## config.mk

```make
export PLATFORM = sky130hd
export DESIGN_NAME = arith_nbits_seq_mul
export DESIGN_NICKNAME = d
export VERILOG_FILES = /design/src/rtl/arith_pkg.sv /design/src/rtl/arith_nbits_seq_mul_dpath.sv /design/src/rtl/arith_nbits_seq_mul.sv
export SDC_FILE = /design/constraint.sdc
export NUM_CORES = 1
export LEC_CHECK = 0
export CORE_ASPECT_RATIO = 0.5
export CORE_MARGIN = 4
export CORE_UTILIZATION = 62
export DETAILED_ROUTE_END_ITERATION = 12
export PLACE_DENSITY = 0.87
export SYNTH_ARGS = -nofsm -noshare
export SYNTH_HDL_FRONTEND = slang
export SYNTH_HIERARCHICAL = 1
export SYNTH_SLANG_ARGS = --single-unit
```

## constraint.sdc

```tcl
create_clock -name clk -period 5.6 [get_ports clk]
set_input_delay 1.12 -clock clk [delete_from_list [all_inputs] [get_ports clk]]
set_output_delay 1.12 -clock clk [all_outputs]
set_load 0.02 [all_outputs]
```

## src/rtl/arith_pkg.sv

```systemverilog
// Shared types and helpers for the iterative multiplier.
//   state_e     : controller states (idle / calculating / result held)
//   MaxW        : width of the helper functions' working vectors; callers
//                 zero-extend into it and slice the low bits back out
//   cond_negate : two's-complement negate when neg is set (MaxW wrap)
//   magnitude   : |v| of a w-bit value when is_signed, else v unchanged
package arith_pkg;

  typedef enum logic [1:0] {StIdle, StCalc, StDone} state_e;

  localparam int unsigned MaxW = 128;

  function automatic logic [MaxW-1:0] cond_negate(input logic [MaxW-1:0] v, input logic neg);
    return neg ? (~v + MaxW'(1)) : v;
  endfunction

  // For w-bit -2^(w-1) the low w bits of the result are 2^(w-1): the
  // magnitude fits unsigned in w bits, so no overflow case exists.
  function automatic logic [MaxW-1:0] magnitude(input logic [MaxW-1:0] v, input int unsigned w,
                                                input logic is_signed);
    return cond_negate(v, is_signed & v[w-1]);
  endfunction

endpackage

```

## src/rtl/arith_nbits_seq_mul_dpath.sv

```systemverilog
// Datapath of the iterative multiplier: operand magnitudes, shifted
// multiplicand, accumulator, step counter and final sign fix-up.
//   clk, reset     : clock, synchronous active-high reset (clears all state)
//   load           : capture in0/in1/in_signed and clear accumulator/counter
//   step           : perform one shift-add bit step
//   in0, in1       : multiplicand / multiplier
//   in_signed      : operands are two's complement when set
//   last           : current step is step NBITS-1 (final one)
//   b_next_zero    : multiplier becomes zero after the current step
//   result         : accumulator with sign applied (2*NBITS wrap)
// Legal NBITS: 2 .. 63 (limited by arith_pkg::MaxW).
module arith_nbits_seq_mul_dpath
  import arith_pkg::*;
#(
  parameter int unsigned NBITS = 8
) (
  input  logic               clk,
  input  logic               reset,
  input  logic               load,
  input  logic               step,
  input  logic [NBITS-1:0]   in0,
  input  logic [NBITS-1:0]   in1,
  input  logic               in_signed,
  output logic               last,
  output logic               b_next_zero,
  output logic [2*NBITS-1:0] result
);

  localparam int unsigned PW = 2 * NBITS;
  localparam int unsigned CW = $clog2(NBITS) + 1;

  logic [MaxW-1:0]  mag0_full, mag1_full, res_full;
  logic [PW-1:0]    a_q, acc_q;
  logic [NBITS-1:0] b_q, b_next;
  logic [CW-1:0]    cnt_q;
  logic             neg_q;
  logic             unused_hi;

  assign mag0_full = magnitude(MaxW'(in0), NBITS, in_signed);
  assign mag1_full = magnitude(MaxW'(in1), NBITS, in_signed);
  assign res_full  = cond_negate(MaxW'(acc_q), neg_q);
  assign result    = res_full[PW-1:0];

  assign unused_hi = ^{mag0_full[MaxW-1:NBITS], mag1_full[MaxW-1:NBITS], res_full[MaxW-1:PW]};

  assign b_next      = b_q >> 1;
  assign b_next_zero = (b_next == '0);
  assign last        = (cnt_q == CW'(NBITS - 1));

  // a_q is shifted left each step instead of shifting by cnt_q, which gives
  // the same addend without a barrel shifter.
  always_ff @(posedge clk) begin
    if (reset) begin
      a_q   <= '0;
      b_q   <= '0;
      acc_q <= '0;
      cnt_q <= '0;
      neg_q <= 1'b0;
    end else if (load) begin
      a_q   <= PW'(mag0_full[NBITS-1:0]);
      b_q   <= mag1_full[NBITS-1:0];
      acc_q <= '0;
      cnt_q <= '0;
      neg_q <= in_signed & (in0[NBITS-1] ^ in1[NBITS-1]);
    end else if (step) begin
      acc_q <= acc_q + (b_q[0] ? a_q : '0);
      a_q   <= a_q << 1;
      b_q   <= b_next;
      cnt_q <= cnt_q + CW'(1);
    end
  end

endmodule

```

## src/rtl/arith_nbits_seq_mul.sv

```systemverilog
// Iterative signed/unsigned NBITS x NBITS -> 2*NBITS multiplier with
// val/rdy handshakes; one radix-2 shift-add step per cycle.
//   clk, reset      : clock, synchronous active-high reset
//   in_val/in_rdy   : request handshake; in0, in1, in_signed captured on transfer
//   out_val/out_rdy : response handshake; out held while out_val && !out_rdy
//   out             : product, zero while no result is presented
// Build option ARITH_NBITS_SEQ_MUL_EARLY_EXIT_EN: leave the calculate state as
// soon as the remaining multiplier bits are all zero (same results, fewer
// cycles for small multipliers). Default build always takes NBITS steps.
module arith_nbits_seq_mul
  import arith_pkg::*;
#(
  parameter int unsigned NBITS = 8
) (
  input  logic               clk,
  input  logic               reset,
  input  logic               in_val,
  output logic               in_rdy,
  input  logic [NBITS-1:0]   in0,
  input  logic [NBITS-1:0]   in1,
  input  logic               in_signed,
  output logic               out_val,
  input  logic               out_rdy,
  output logic [2*NBITS-1:0] out
);

`ifdef ARITH_NBITS_SEQ_MUL_EARLY_EXIT_EN
  localparam bit EarlyExit = 1'b1;
`else
  localparam bit EarlyExit = 1'b0;
`endif

  state_e             state_q;
  logic               load, step, last, b_next_zero;
  logic [2*NBITS-1:0] result;

  assign load = in_val & in_rdy;
  assign step = (state_q == StCalc);

  always_ff @(posedge clk) begin
    if (reset) begin
      state_q <= StIdle;
    end else begin
      unique case (state_q)
        StIdle: if (load) state_q <= StCalc;
        StCalc: if (last || (EarlyExit && b_next_zero)) state_q <= StDone;
        StDone: if (out_rdy) state_q <= StIdle;
        default: state_q <= StIdle;
      endcase
    end
  end

  // Outputs are decoded from held state only; reset forces them inactive
  // in the same cycle since state updates only on the following edge.
  assign in_rdy  = ~reset & (state_q == StIdle);
  assign out_val = ~reset & (state_q == StDone);
  assign out     = out_val ? result : '0;

  arith_nbits_seq_mul_dpath #(
    .NBITS(NBITS)
  ) u_dpath (
    .clk        (clk),
    .reset      (reset),
    .load       (load),
    .step       (step),
    .in0        (in0),
    .in1        (in1),
    .in_signed  (in_signed),
    .last       (last),
    .b_next_zero(b_next_zero),
    .result     (result)
  );

endmodule

```

# Yosys cells after proc, flatten, opt, wreduce, memory -nomap -nowiden
# Cells that the tools add are included.
word_totals:
  reg_bits: 47
  out_inout_bits: 18
  wordCells: 46
classes:
  n_addsub: 5
  n_eq_ne: 6
  muxes: 13
  bitwise: 11
  n_reduce_logical: 4
ops:
  columns: ["cell", "n"]
  rows:
  - ["$mux 16", 3]
  - ["$mux 8", 6]
  - ["$add 16x1->16 const B", 1]
  - ["$add 16x16->16", 1]
  - ["$add 8x1->8 const B", 2]
  - ["$not 16->16", 1]
  - ["$not 8->8", 2]
  - ["$and 1x1->1", 6]
  - ["$mux 2", 3]
  - ["$pmux 2 s3", 1]
  - ["$add 4x1->4 const B", 1]
  - ["$eq 4x3->1 const B", 1]
  - ["$ne 2x2->1 const B", 2]
  - ["$reduce_and 3->1", 1]
  - ["$eq 2x1->1 const B", 1]
  - ["$eq 2x2->1 const B", 1]
  - ["$logic_not 2->1", 1]
  - ["$ne 2x1->1 const B", 1]
  - ["$reduce_bool 2->1", 1]
  - ["$reduce_or 2->1", 1]
  - ["$not 1->1", 1]
  - ["$xor 1x1->1", 1]

# Logic depth before layout (Yosys ltp)
# Gate-level depths: netlist of run 1.
depth:
  ltp_word: 5
  mapped_depth: 11
  mapped_depth_nobuf: 10

# Cells and area by module
# The synthesis of run 1 kept the hierarchy.
modules_own_cells:
  columns: ["module", "n_inst", "cells_per_inst", "area_each_um2", "seq_area_each_um2"]
  rows:
  - ["arith_nbits_seq_mul_dpath", 1, 412, 3293.2, 900.9]
  - ["arith_nbits_seq_mul", 1, 28, 222.7, 40.0]

# Worst setup path after synthesis of run 1
# Ideal clock, no wire load.
synth_timing:
  kind: "input to register"
  startpoint: "input reset"
  endpoint: "register u_dpath.a_q[12]"
  setup_ps: 128
  arrival_time_ps: 3043
  slack_ps: 2429
  path_stages: 8
  path_buffers: 4
  path_cell_list: "nor3_1 > and2_1 > clkbuf_1 > or2_2 > clkbuf_1 > clkbuf_1 > buf_1 > nor2_1"
synth_between:
  elab_chain_len: 4
synth_rtl:
  columns: ["item", "line_no", "rtl"]
  rows:
  - ["start: declaration", "arith_nbits_seq_mul.sv:16", "input logic reset,"]
  - ["$not 1->1", "arith_nbits_seq_mul.sv:55", "assign in_rdy = ~reset & (state_q == StIdle);"]
  - ["$and 1x1->1", "arith_nbits_seq_mul.sv:55", null]
  - ["$and 1x1->1", "arith_nbits_seq_mul.sv:37", "assign load = in_val & in_rdy;"]
  - ["via load", "arith_nbits_seq_mul.sv:34", "logic load, step, last, b_next_zero;"]
  - ["$reduce_or 2->1 (no source line)", null, null]
  - ["end signal: assignment", "arith_nbits_seq_mul_dpath.sv:60", "a_q <= PW'(mag0_full[NBITS-1:0]);"]
  - ["end signal: assignment", "arith_nbits_seq_mul_dpath.sv:67", "a_q <= a_q << 1;"]
  - ["end: declaration", "arith_nbits_seq_mul_dpath.sv:33", "logic [PW-1:0] a_q, acc_q;"]
# The timed path passes the listed nets, and every way through them passes these cells.
# A chain may end at the register's enable or synchronous reset.

# Worst setup path after layout of run 1
layout_timing:
  startpoint: "input reset"
  endpoint: "output out[8]"
layout_between:
  elab_chain_len: 3
layout_rtl:
  columns: ["item", "line_no", "rtl"]
  rows:
  - ["$not 1->1", "arith_nbits_seq_mul.sv:56", "assign out_val = ~reset & (state_q == StDone);"]
  - ["$and 1x1->1", "arith_nbits_seq_mul.sv:56", null]
  - ["$mux 16", "arith_nbits_seq_mul.sv:57", "assign out = out_val ? result : '0;"]
  - ["end: declaration", "arith_nbits_seq_mul.sv:24", "output logic [2*NBITS-1:0] out"]
# Every way passes these cells.

==> results by group, run 1 <==
Route
  – Routed len/inst: 15.8 µm
  – DR vias/cell: 6.04
  – DRT Wirelength: 8480 µm
  – 1st-iter DRT viols: 264
  – TritonRoute pass-1 iters: 5
  – Vias: 3,251
  – Routed Antenna Nets: 0
  – DR DRC count: 0

Timing
  – Actual slew at the worst max-slew pin: 0.911 ns
  – Rel. slew slack: 39.2%
  – Final period util: 74.5%
  – Setup Viol. Count Final: 0
  – Final Max Slew Viols: 0
  – Setup tns final: 0 ns
  – Final hold vios: 0
  – RSZ-0062 raised after global routing: false
  – FMAX: 240 MHz
  – Clock skew: 0.00531 ns
  – Hold WS: 0.495 ns
  – Period minus WS final: 4.17 ns

Worst setup path
  – R2R Path Start: state_q[0]$_SDFFE_PP0P_
  – Worst Setup SP: reset
  – R2R Path End: u_dpath/acc_q[15]$_SDFFE_PP0P_
  – CP max stage delay: 0.60 ns
  – Top delay family on crit path: buffers and inverters
  – CP endpoint: out[8]
  – Cell depth of the worst flop-to-flop path: 6
  – Slowest cell on crit path: clkdlybuf4s50_1
  – CP endpoint kind: output pin
  – Critical path data arrival time: 3.05 ns
  – Crit path buf inv count: 3
  – Kind of critical path: in -> out
  – CP Cell Sequence: clkdlybuf4s50_1, buf_4, nor3b_4, and2_1, clkdlybuf4s50_1
  – Worst setup SP type: input port
  – Critical path required time: 4.48 ns
  – Cell mode on critical path: clkdlybuf4s50_1
  – Crit path max fanout: 23
  – R2r setup slk: 2.92 ns
  – Critical path depth: 5

Global route
  – Antenna violations before repair: 0
  – GR Overflow Total: 0
  – Vias in the first global route: 2,956
  – Global-route wire length before repair: 13,900 µm
  – Largest net degree at the start of global routing: 40
  – Gr usage total: 24.9%

Die
  – Die height: 61.1 µm
  – Std cell rows: 19
  – Die X-Extent: 114 µm
  – Die area: 6990 µm²
  – Core area: 5470 µm²
  – Starting Density: 64.1%
  – # IOs: 39

Clocking
  – Hold_buf cts: 0
  – Gates resized, CTS repair: 0
  – CTS H-tree lvls: 2
  – Clock transition at the registers of the reported paths: 0.07 ns
  – Clk root buf: clkbuf_16
  – Sink Count: 47
  – Clock Latency Late Sink: 0.29 ns
  – Post-CTS setup buffers: 0
  – Clock tree buffer depth: 2
  – CTS buffer count: 5
  – TritonCTS clock tree: built

Placed design
  – Placer Congestion: 0.923
  – Post-detail-place hpwl: 6300 µm
  – PortBufs: 38

Pwr
  – VDD IR-drop max: 0.163 mV
  – Pleak: 0.00156 µW
  – Power Dens Cells: 187 nW/µm²
  – Total power: 759 µW

Layout
  – Area growth, synth to finish: 15.8%
  – # diodes: 0
  – Layout cells sized above 1: 5.16%
  – Multi-input gate area: 2400 µm²
  – Nets: 505
  – FF+latch area: 941 µm²
  – Filler instances: 416

Yosys
  – Mapped Avg Cell Area: 8.00 µm²
  – Cell Area, Synth: 3500 µm²
  – YS warnings: 6
  – Post-Synthesis Cells: 438
  – Syn nets: 479

Worst hold path
  – HP Class: reg -> reg

Outcome
  – Run status: finished clean

Run
  – Max Cap Viol: 0
[worst min-delay path by stage]
stage | endpoint | slack, ns | cells past startpoint | start
final | u_dpath/acc_q[15]$_SDFFE_PP0P_ | 0.50 | 2 | u_dpath/acc_q[15]$_SDFFE_PP0P_
after floorplan | u_dpath/b_q[7]$_SDFFE_PP0P_ | 0.45 | 2 | u_dpath/b_q[7]$_SDFFE_PP0P_
after global routing | u_dpath/acc_q[15]$_SDFFE_PP0P_ | 0.52 | 2 | u_dpath/acc_q[15]$_SDFFE_PP0P_
after CTS | u_dpath/acc_q[15]$_SDFFE_PP0P_ | 0.50 | 2 | u_dpath/acc_q[15]$_SDFFE_PP0P_
after detailed placement | u_dpath/b_q[7]$_SDFFE_PP0P_ | 0.48 | 2 | u_dpath/b_q[7]$_SDFFE_PP0P_
after global placement | u_dpath/b_q[7]$_SDFFE_PP0P_ | 0.47 | 2 | u_dpath/b_q[7]$_SDFFE_PP0P_
[metrics by stage]
stage | instance area, µm² | cells | utilization (%) | setup WS [ns]
floorplan | 3500 | 438 | - | 2.43
global placement | 3910 | 530 | 71.5 | 1.50
finish | 4060 | 538 | 74.2 | 1.43
CTS | 4060 | 538 | 74.2 | 1.41
detailed placement | 3910 | 530 | 71.5 | 1.41
global route | 4060 | 538 | 74.2 | 1.27
[layout make-up]
class	instances	share of cell area [%]
tap	73	2.25
clock buffer	6	3.18
inverter	18	1.67
sequential	47	23.2
multi-input combinational	350	59.2
timing repair buffer	42	10.1
clock inverter	2	0.401
[layer usage]
layer	wire length [µm]	track usage, %
met5	0	0
met4	40	5.08
met3	485	3.14
met2	3860	43.4
met1	4090	34.1
[power breakdown]
group / leakage, µW / total (µW) / internal [µW] / switching [µW]
logic: 0.00111 / 106 / 45.7 / 60.1
registers: 0.000381 / 355 / 345 / 10.8
clock network: 0.0000675 / 297 / 167 / 130
[state kept, by name (all words and copies together) (netlist names)]
register	flops
u_dpath/acc_q	16
u_dpath/neg_q	1
u_dpath/b_q	8
state_q	2
u_dpath/a_q	16
u_dpath/cnt_q	4
[layout by cell type, fill, tap and decap left out, types with 2 or more instances in the layout]
| cell type | n |
|---|---|
| nor2_1 | 32 |
| mux2i_1 | 13 |
| or4_1 | 2 |
| a211oi_1 | 22 |
| o21bai_1 | 3 |
| nor4_1 | 2 |
| nor3_1 | 14 |
| o31ai_1 | 6 |
| nand4_1 | 4 |
| nor2b_1 | 16 |
| o2111ai_1 | 2 |
| nand3_1 | 21 |
| a21o_1 | 4 |
| o21a_1 | 3 |
| and2_1 | 32 |
| nand3b_1 | 5 |
| a311o_1 | 2 |
| a311oi_1 | 6 |
| nand2_1 | 28 |
| ha_1 | 19 |
| a32oi_1 | 2 |
| xnor2_1 | 22 |
| clkbuf_16 | 5 |
| xor2_1 | 5 |
| or3_1 | 10 |
| and3_1 | 3 |
| a21boi_0 | 2 |
| buf_4 | 4 |
| o211ai_1 | 4 |
| o21ai_0 | 18 |
| clkdlybuf4s50_1 | 38 |
| inv_1 | 17 |
| a21oi_1 | 17 |
| or2_2 | 2 |
| dfxtp_1 | 47 |
| a31oi_1 | 5 |
| nand2b_1 | 2 |
[worst reg2reg max path, stage by stage, from the launching register on]
cell and delay, ns:
dfxtp_1 0.47, nor2b_4 0.81, nand3_1 0.22, or3_1 0.35
or3_1 0.36, a311o_1 0.35, o21ai_2 0.06
No activity file was read; power rests on OpenSTA's default activity.
==> run 2, diff against run 1 <==
--- a/config.mk
+++ b/config.mk
@@ -7,9 +7,9 @@
 export LEC_CHECK = 0
 export CORE_ASPECT_RATIO = 0.5
 export CORE_MARGIN = 4
-export CORE_UTILIZATION = 62
+export CORE_UTILIZATION = 52
 export DETAILED_ROUTE_END_ITERATION = 12
-export PLACE_DENSITY = 0.87
+export PLACE_DENSITY = 0.77
 export SYNTH_ARGS = -nofsm -noshare
 export SYNTH_HDL_FRONTEND = slang
 export SYNTH_HIERARCHICAL = 1
==> constraint.sdc (replaced) <==
create_clock -name clk -period 3.6 [get_ports clk]
set_input_delay 0.72 -clock clk [delete_from_list [all_inputs] [get_ports clk]]
set_output_delay 0.72 -clock clk [all_outputs]
set_load 0.02 [all_outputs]
==> results by group, run 2 (synthesized netlist as in run 1, its figures left out) <==
Die
  – Core area: 6310 µm² (+15%)
  – Std cell rows: 20 (+1)
  – Die height: 66.0 µm (+8.0%)
  – Starting Density: 55.5% (-8.5 points)
  – # IOs: 39 (unchanged)
  – Die X-Extent: 124 µm (+8.6%)
  – Die area: 8190 µm² (+17%)

Route
  – Routed Antenna Nets: 0 (unchanged)
  – Top routing layer used: met4
  – TritonRoute pass-1 iters: 4 (-1)
  – Routed len/inst: 14.3 µm (-9.4%)
  – DR DRC count: 0 (unchanged)
  – 1st-iter DRT viols: 176 (-33%)
  – Wire length on met2: 3190 µm (-17%)
  – Vias: 3,198 (-1.6%)
  – DR vias/cell: 5.78 (-4.3%)
  – Metal3 WL: 633 µm (+31%)
  – DRT Wirelength: 7900 µm (-6.8%)
  – Met1 WL: 4040 µm (-1.4%)

Layout
  – Area growth, synth to finish: 16.9%
  – # diodes: 0 (unchanged)
  – Layout cells sized above 1: 6.02% (+0.86 points)
  – Cell area after layout: 4090 µm² (+0.93%)
  – Final core occ: 64.9% (-9.3 points)
  – Most common cell after layout, fill and taps aside: dfxtp_1
  – Most frequent cells in the layout: dfxtp_1 (47), clkdlybuf4s50_1 (38), and2_1 (32), nor2_1 (32), nand2_1 (28)
  – Top Registers: u_dpath/a_q: 16 flops, u_dpath/acc_q: 16 flops, u_dpath/b_q: 8 flops
  – Nets: 505 (unchanged)

Timing
  – Rel. slew slack: 58.1% (+19 points)
  – Hold WS: 0.497 ns (+0.00143 ns)
  – Final period util: 95.8%
  – Clock skew: 0.00483 ns (-0.000484 ns)
  – FMAX: 290 MHz
  – Period minus WS final: 3.45 ns
  – Setup tns final: 0 ns (unchanged)
  – Final hold vios: 0 (unchanged)
  – RSZ-0062 raised after global routing: false
  – Actual slew at the worst max-slew pin: 0.627 ns (-0.284 ns)
  – Setup Viol. Count Final: 0 (unchanged)
  – Final Max Slew Viols: 0 (unchanged)

Pwr
  – Pleak: 0.00158 µW (+1.0%)
  – Power Dens Cells: 290 nW/µm² (+55%)
  – VDD IR-drop max: 0.203 mV (+24%)

Global route
  – Largest net degree at the start of global routing: 48 (+20%)
  – Antenna violations before repair: 0 (unchanged)
  – Vias in the first global route: 2,783 (-5.9%)
  – Gr usage total: 20.2% (-4.7 points)
  – Global-route wire length before repair: 13,300 µm (-4.5%)
  – GR Overflow Total: 0 (unchanged)

Placed design
  – Placer Congestion: 0.874 (-5.3%)
  – Post-detail-place hpwl: 5820 µm (-7.7%)
  – PortBufs: 38 (unchanged)
  – Cell Area, Placed: 3930 µm² (+0.48%)

Worst setup path
  – CP endpoint kind: output pin
  – Critical path required time: 2.88 ns (-1.60 ns)
  – Kind of critical path: reg -> out
  – Critical path data arrival time: 2.73 ns (-0.32 ns)
  – Slowest cell on crit path: clkdlybuf4s50_1
  – CP Cell Sequence: or4_1, or3_1, o31ai_2, xnor2_1, and2_1, clkdlybuf4s50_1
  – Worst setup SP type: register
  – Top delay family on crit path: simple AND/OR/NAND/NOR gates
  – Crit path buf inv count: 1 (-2)
  – Crit path max fanout: 7 (-70%)
  – CP max stage delay: 0.60 ns (about the same)

Clocking
  – Post-CTS setup buffers: 0 (unchanged)
  – TritonCTS clock tree: built
  – Hold_buf cts: 0 (unchanged)
  – CTS H-tree lvls: 2 (unchanged)
  – Sink Count: 47 (unchanged)
  – Clock Latency Late Sink: 0.29 ns (about the same)
  – Clk root buf: clkbuf_16
  – CTS buffer count: 5 (unchanged)
  – Clock transition at the registers of the reported paths: 0.07 ns (about the same)
  – Clock tree buffer depth: 2 (unchanged)

Run
  – Max Cap Viol: 0 (unchanged)

Worst hold path
  – HP Class: reg -> reg

Outcome
  – Run status: finished clean
==> run 2: final cells by class <==
type / count / area [µm²]
multi-input combinational: 350 / 2420
fill: 560 / 2210
sequential: 47 / 941
timing repair buffer: 42 / 410
clock buffer: 5 / 125
tap: 88 / 110
inverter: 18 / 67.6
clock inverter: 3 / 22.5
==> run 2: worst min-delay path, cell delays in order, from the launching register on <==
cell and delay [ns]:
dfxtp_1 0.33, a32oi_1 0.06, nor2_1 0.07
==> run 2: worst paths after layout <==
kind	start	slack, ns	cells after the start	to
setup / recovery	u_dpath/acc_q[8]$_SDFFE_PP0P_	0.15	6	out[15]
hold / removal	u_dpath/b_q[7]$_SDFFE_PP0P_	0.50	2	u_dpath/b_q[7]$_SDFFE_PP0P_
setup reg to reg	u_dpath/b_q[0]$_SDFFE_PP0P_	0.89	8	u_dpath/acc_q[14]$_SDFFE_PP0P_
hold reg to reg	u_dpath/b_q[7]$_SDFFE_PP0P_	0.50	2	u_dpath/b_q[7]$_SDFFE_PP0P_
==> run 2: through the flow <==
stage,cells,power (µW),worst slack (ns)
6_report,553,1190,0.150
5_1_grt,553,1240,0.0170
4_1_cts,553,1190,0.117
3_5_place_dp,545,725,0.362
3_3_place_gp,545,722,0.418
2_1_floorplan,438,667,0.829
==> run 2: per-layer routing <==
metal | up-vias | GRT usage [%]
li1 | 1654 | -
met1 | 1429 | 29.5
met2 | 109 | 31.5
met3 | 6 | 3.16
met4 | 0 | 3.96
met5 | - | 0
==> run 2: what timing repair did <==
item	in CTS	in global routing
hold endpoints to repair	0	0
gates resized for setup	0	3
endpoints found under the setup margin	0	5
==> run 2: where the power goes <==
part           switching [µW]  total [µW]  internal [µW]
registers                15.8         552            536
clock network             211         472            261
logic                    91.2         163           71.5
==> run 3, diff against run 2 <==
--- a/config.mk
+++ b/config.mk
@@ -5,11 +5,12 @@
 export SDC_FILE = /design/constraint.sdc
 export NUM_CORES = 1
 export LEC_CHECK = 0
-export CORE_ASPECT_RATIO = 0.5
+export CORE_ASPECT_RATIO = 1.2
 export CORE_MARGIN = 4
 export CORE_UTILIZATION = 52
 export DETAILED_ROUTE_END_ITERATION = 12
 export PLACE_DENSITY = 0.77
+export SLEW_MARGIN = 15
 export SYNTH_ARGS = -nofsm -noshare
 export SYNTH_HDL_FRONTEND = slang
 export SYNTH_HIERARCHICAL = 1
==> results by group, run 3 (synthesized netlist as in run 1, its figures left out) <==
Timing
  – Hold WS: 0.503 ns (+0.00608 ns)
  – Rel. slew slack: 59.9% (+1.7 points)
  – Setup Viol. Count Final: 0 (unchanged)
  – FMAX: 291 MHz (+0.39%)
  – Final period util: 95.5% (-0.37 points)
  – Period minus WS final: 3.44 ns (-0.0133 ns)
  – RSZ-0062 raised after global routing: false
  – Actual slew at the worst max-slew pin: 0.601 ns (-0.0258 ns)
  – Final hold vios: 0 (unchanged)
  – Setup tns final: 0 ns (unchanged)
  – Clock skew: 0.00652 ns (+0.00169 ns)
  – Final WS setup: 0.163 ns (+0.0133 ns)
  – Final Max Slew Viols: 0 (unchanged)

Route
  – TritonRoute pass-1 iters: 4 (unchanged)
  – DRT Wirelength: 7420 µm (-6.1%)
  – Vias: 3,175 (-0.72%)
  – Routed len/inst: 13.4 µm (-5.9%)
  – 1st-iter DRT viols: 168 (-4.5%)
  – DR vias/cell: 5.75 (-0.54%)
  – Routed Antenna Nets: 0 (unchanged)
  – DR DRC count: 0 (unchanged)

Worst setup path
  – CP max stage delay: 0.60 ns (about the same)
  – Critical path data arrival time: 2.72 ns (about the same)
  – Critical path depth: 6 (unchanged)
  – Kind of critical path: reg -> out
  – Critical path required time: 2.88 ns (about the same)
  – Crit path max fanout: 7 (unchanged)
  – CP endpoint kind: output pin
  – CP Cell Sequence: or4_1, or3_1, o21ai_0, xnor2_1, and2_1, clkdlybuf4s50_1
  – CP endpoint: out[14]
  – R2R Path End: u_dpath/acc_q[14]$_SDFFE_PP0P_
  – Worst setup SP type: register
  – R2r setup slk: 0.86 ns (-0.03 ns)
  – Crit path buf inv count: 1 (unchanged)
  – Top delay family on crit path: simple AND/OR/NAND/NOR gates
  – Worst Setup SP: u_dpath/acc_q[8]$_SDFFE_PP0P_
  – Cell depth of the worst flop-to-flop path: 10 (+2)
  – R2R Path Start: u_dpath/b_q[0]$_SDFFE_PP0P_
  – Slowest cell on crit path: or4_1

Pwr
  – Pleak: 0.00157 µW (-0.66%)
  – Power Internal: 745 µW (-14%)
  – Total power: 1030 µW (-13%)
  – Comb pwr share: 16.0% (+2.3 points)
  – Clock power share: 30.4% (-9.4 points)
  – Sequential power share: 53.6% (+7.1 points)
  – Switching Power: 283 µW (-11%)
  – Switching Fraction: 27.5% (+0.73 points)
  – Power Dens Cells: 254 nW/µm² (-12%)
  – VDD IR-drop max: 0.154 mV (-24%)

Worst hold path
  – HP Class: reg -> reg

Clocking
  – Clock transition at the registers of the reported paths: 0.09 ns (+0.02 ns)
  – TritonCTS clock tree: built
  – Hold_buf cts: 0 (unchanged)
  – Post-CTS setup buffers: 0 (unchanged)
  – Clock Latency Late Sink: 0.30 ns (about the same)
  – CTS buffer count: 5 (unchanged)
  – Sink Count: 47 (unchanged)
  – CTS H-tree lvls: 2 (unchanged)
  – Clock tree buffer depth: 2 (unchanged)
  – Clk root buf: clkbuf_8

Placed design
  – Post-detail-place hpwl: 5700 µm (-2.0%)
  – Placer Congestion: 0.885 (+1.2%)
  – Cell Area, Placed: 3940 µm² (+0.29%)
  – PortBufs: 38 (unchanged)
  – Place WS: 0.391 ns (+0.0287 ns)

Die
  – Core area: 6490 µm² (+2.9%)
  – Die X-Extent: 82.9 µm (-33%)
  – Std cell rows: 32 (+60%)
  – Starting Density: 54.0% (-1.5 points)
  – Die height: 97.9 µm (+48%)
  – # IOs: 39 (unchanged)
  – Die area: 8120 µm² (-0.91%)

Global route
  – Global-route wire length before repair: 12,500 µm (-6.2%)
  – Met3 Usage GRT: 3.21% (+0.044 points)
  – Largest net degree at the start of global routing: 35 (-27%)
  – Met2 Usage GRT: 32.2% (+0.70 points)
  – GR Overflow Total: 0 (unchanged)
  – GR peak layer: met2
  – Vias in the first global route: 2,835 (+1.9%)
  – Met1 Use GR: 22.2% (-7.3 points)
  – Antenna violations before repair: 0 (unchanged)
  – Gr usage total: 18.1% (-2.1 points)

Layout
  – Layout cells sized above 1: 6.42% (+0.40 points)
  – Top Registers: u_dpath/a_q: 16 flops, u_dpath/acc_q: 16 flops, u_dpath/b_q: 8 flops
  – FF+latch area: 941 µm² (unchanged)
  – Nets: 507 (+0.40%)
  – Most common cell after layout, fill and taps aside: dfxtp_1
  – Most frequent cells in the layout: dfxtp_1 (47), clkdlybuf4s50_1 (37), and2_1 (32), nor2_1 (32), nand2_1 (28)
  – # diodes: 0 (unchanged)
  – Multi-input gate area: 2420 µm² (+0.21%)
  – Area growth, synth to finish: 15.6%
  – Filler instances: 602 (+7.5%)
  – Cell area after layout: 4050 µm² (-1.1%)

Outcome
  – Run status: finished clean

Run
  – Max Cap Viol: 0 (unchanged)
[run 3: through the flow]
step,instances,utilization [%]
after floorplan,438,-
after global placement,544,60.8
after detailed placement,544,60.8
after CTS,552,62.1
after global routing,552,62.4
final,552,62.4
[run 3: repair_timing]
action / in CTS / in global routing
resized for setup: 0 / 5
setup endpoints to repair: 0 / 7
hold endpoints to repair: 0 / 0
[run 3: worst register-to-register path, delay by kind of cell (launching register included)]
family	cells	cell delay, ns
flip-flops	1	0.60
AND/OR/NAND/NOR	3	0.54
AO/OA/AOI/OAI	4	0.87
adder cells (fa/ha/maj)	2	0.56
buffers and inverters	1	0.06
[run 3: power groups by stage]
stage / Clock, µW / Combinational, µW / Sequential [µW]
after floorplan: 0 / 110 / 557
after global placement: 0 / 160 / 562
after detailed placement: 0 / 163 / 563
after CTS: 326 / 164 / 551
after global routing: 348 / 184 / 554
final: 312 / 165 / 551
[run 3: worst min-delay path by stage]
stage	start	endpoint	slack [ns]	depth (start not counted)
finish	u_dpath/acc_q[1]$_SDFFE_PP0P_	u_dpath/acc_q[1]$_SDFFE_PP0P_	0.50	2
global route	u_dpath/acc_q[15]$_SDFFE_PP0P_	u_dpath/acc_q[15]$_SDFFE_PP0P_	0.53	2
CTS	u_dpath/acc_q[1]$_SDFFE_PP0P_	u_dpath/acc_q[1]$_SDFFE_PP0P_	0.50	2
detailed placement	u_dpath/acc_q[1]$_SDFFE_PP0P_	u_dpath/acc_q[1]$_SDFFE_PP0P_	0.49	2
global placement	u_dpath/acc_q[1]$_SDFFE_PP0P_	u_dpath/acc_q[1]$_SDFFE_PP0P_	0.48	2
floorplan	u_dpath/b_q[7]$_SDFFE_PP0P_	u_dpath/b_q[7]$_SDFFE_PP0P_	0.45	2
[run 3: layout make-up]
type / count / area share, %
well taps: 85 / 2.63
clock buffers: 6 / 1.79
flip-flops and latches: 47 / 23.2
inverters: 18 / 1.67
multi-input cells: 350 / 59.8
clock inverters: 2 / 0.309
repair buffers: 44 / 10.6
[run 3: routing by layer]
metal  part of all wire (%)  vias up  wire length (µm)
met5                      0        -                 0
met2                     49       78              3630
li1                       -     1645                 -
met4                   0.85        0                63
met3                    5.5        5               409
met1                     45     1447              3310
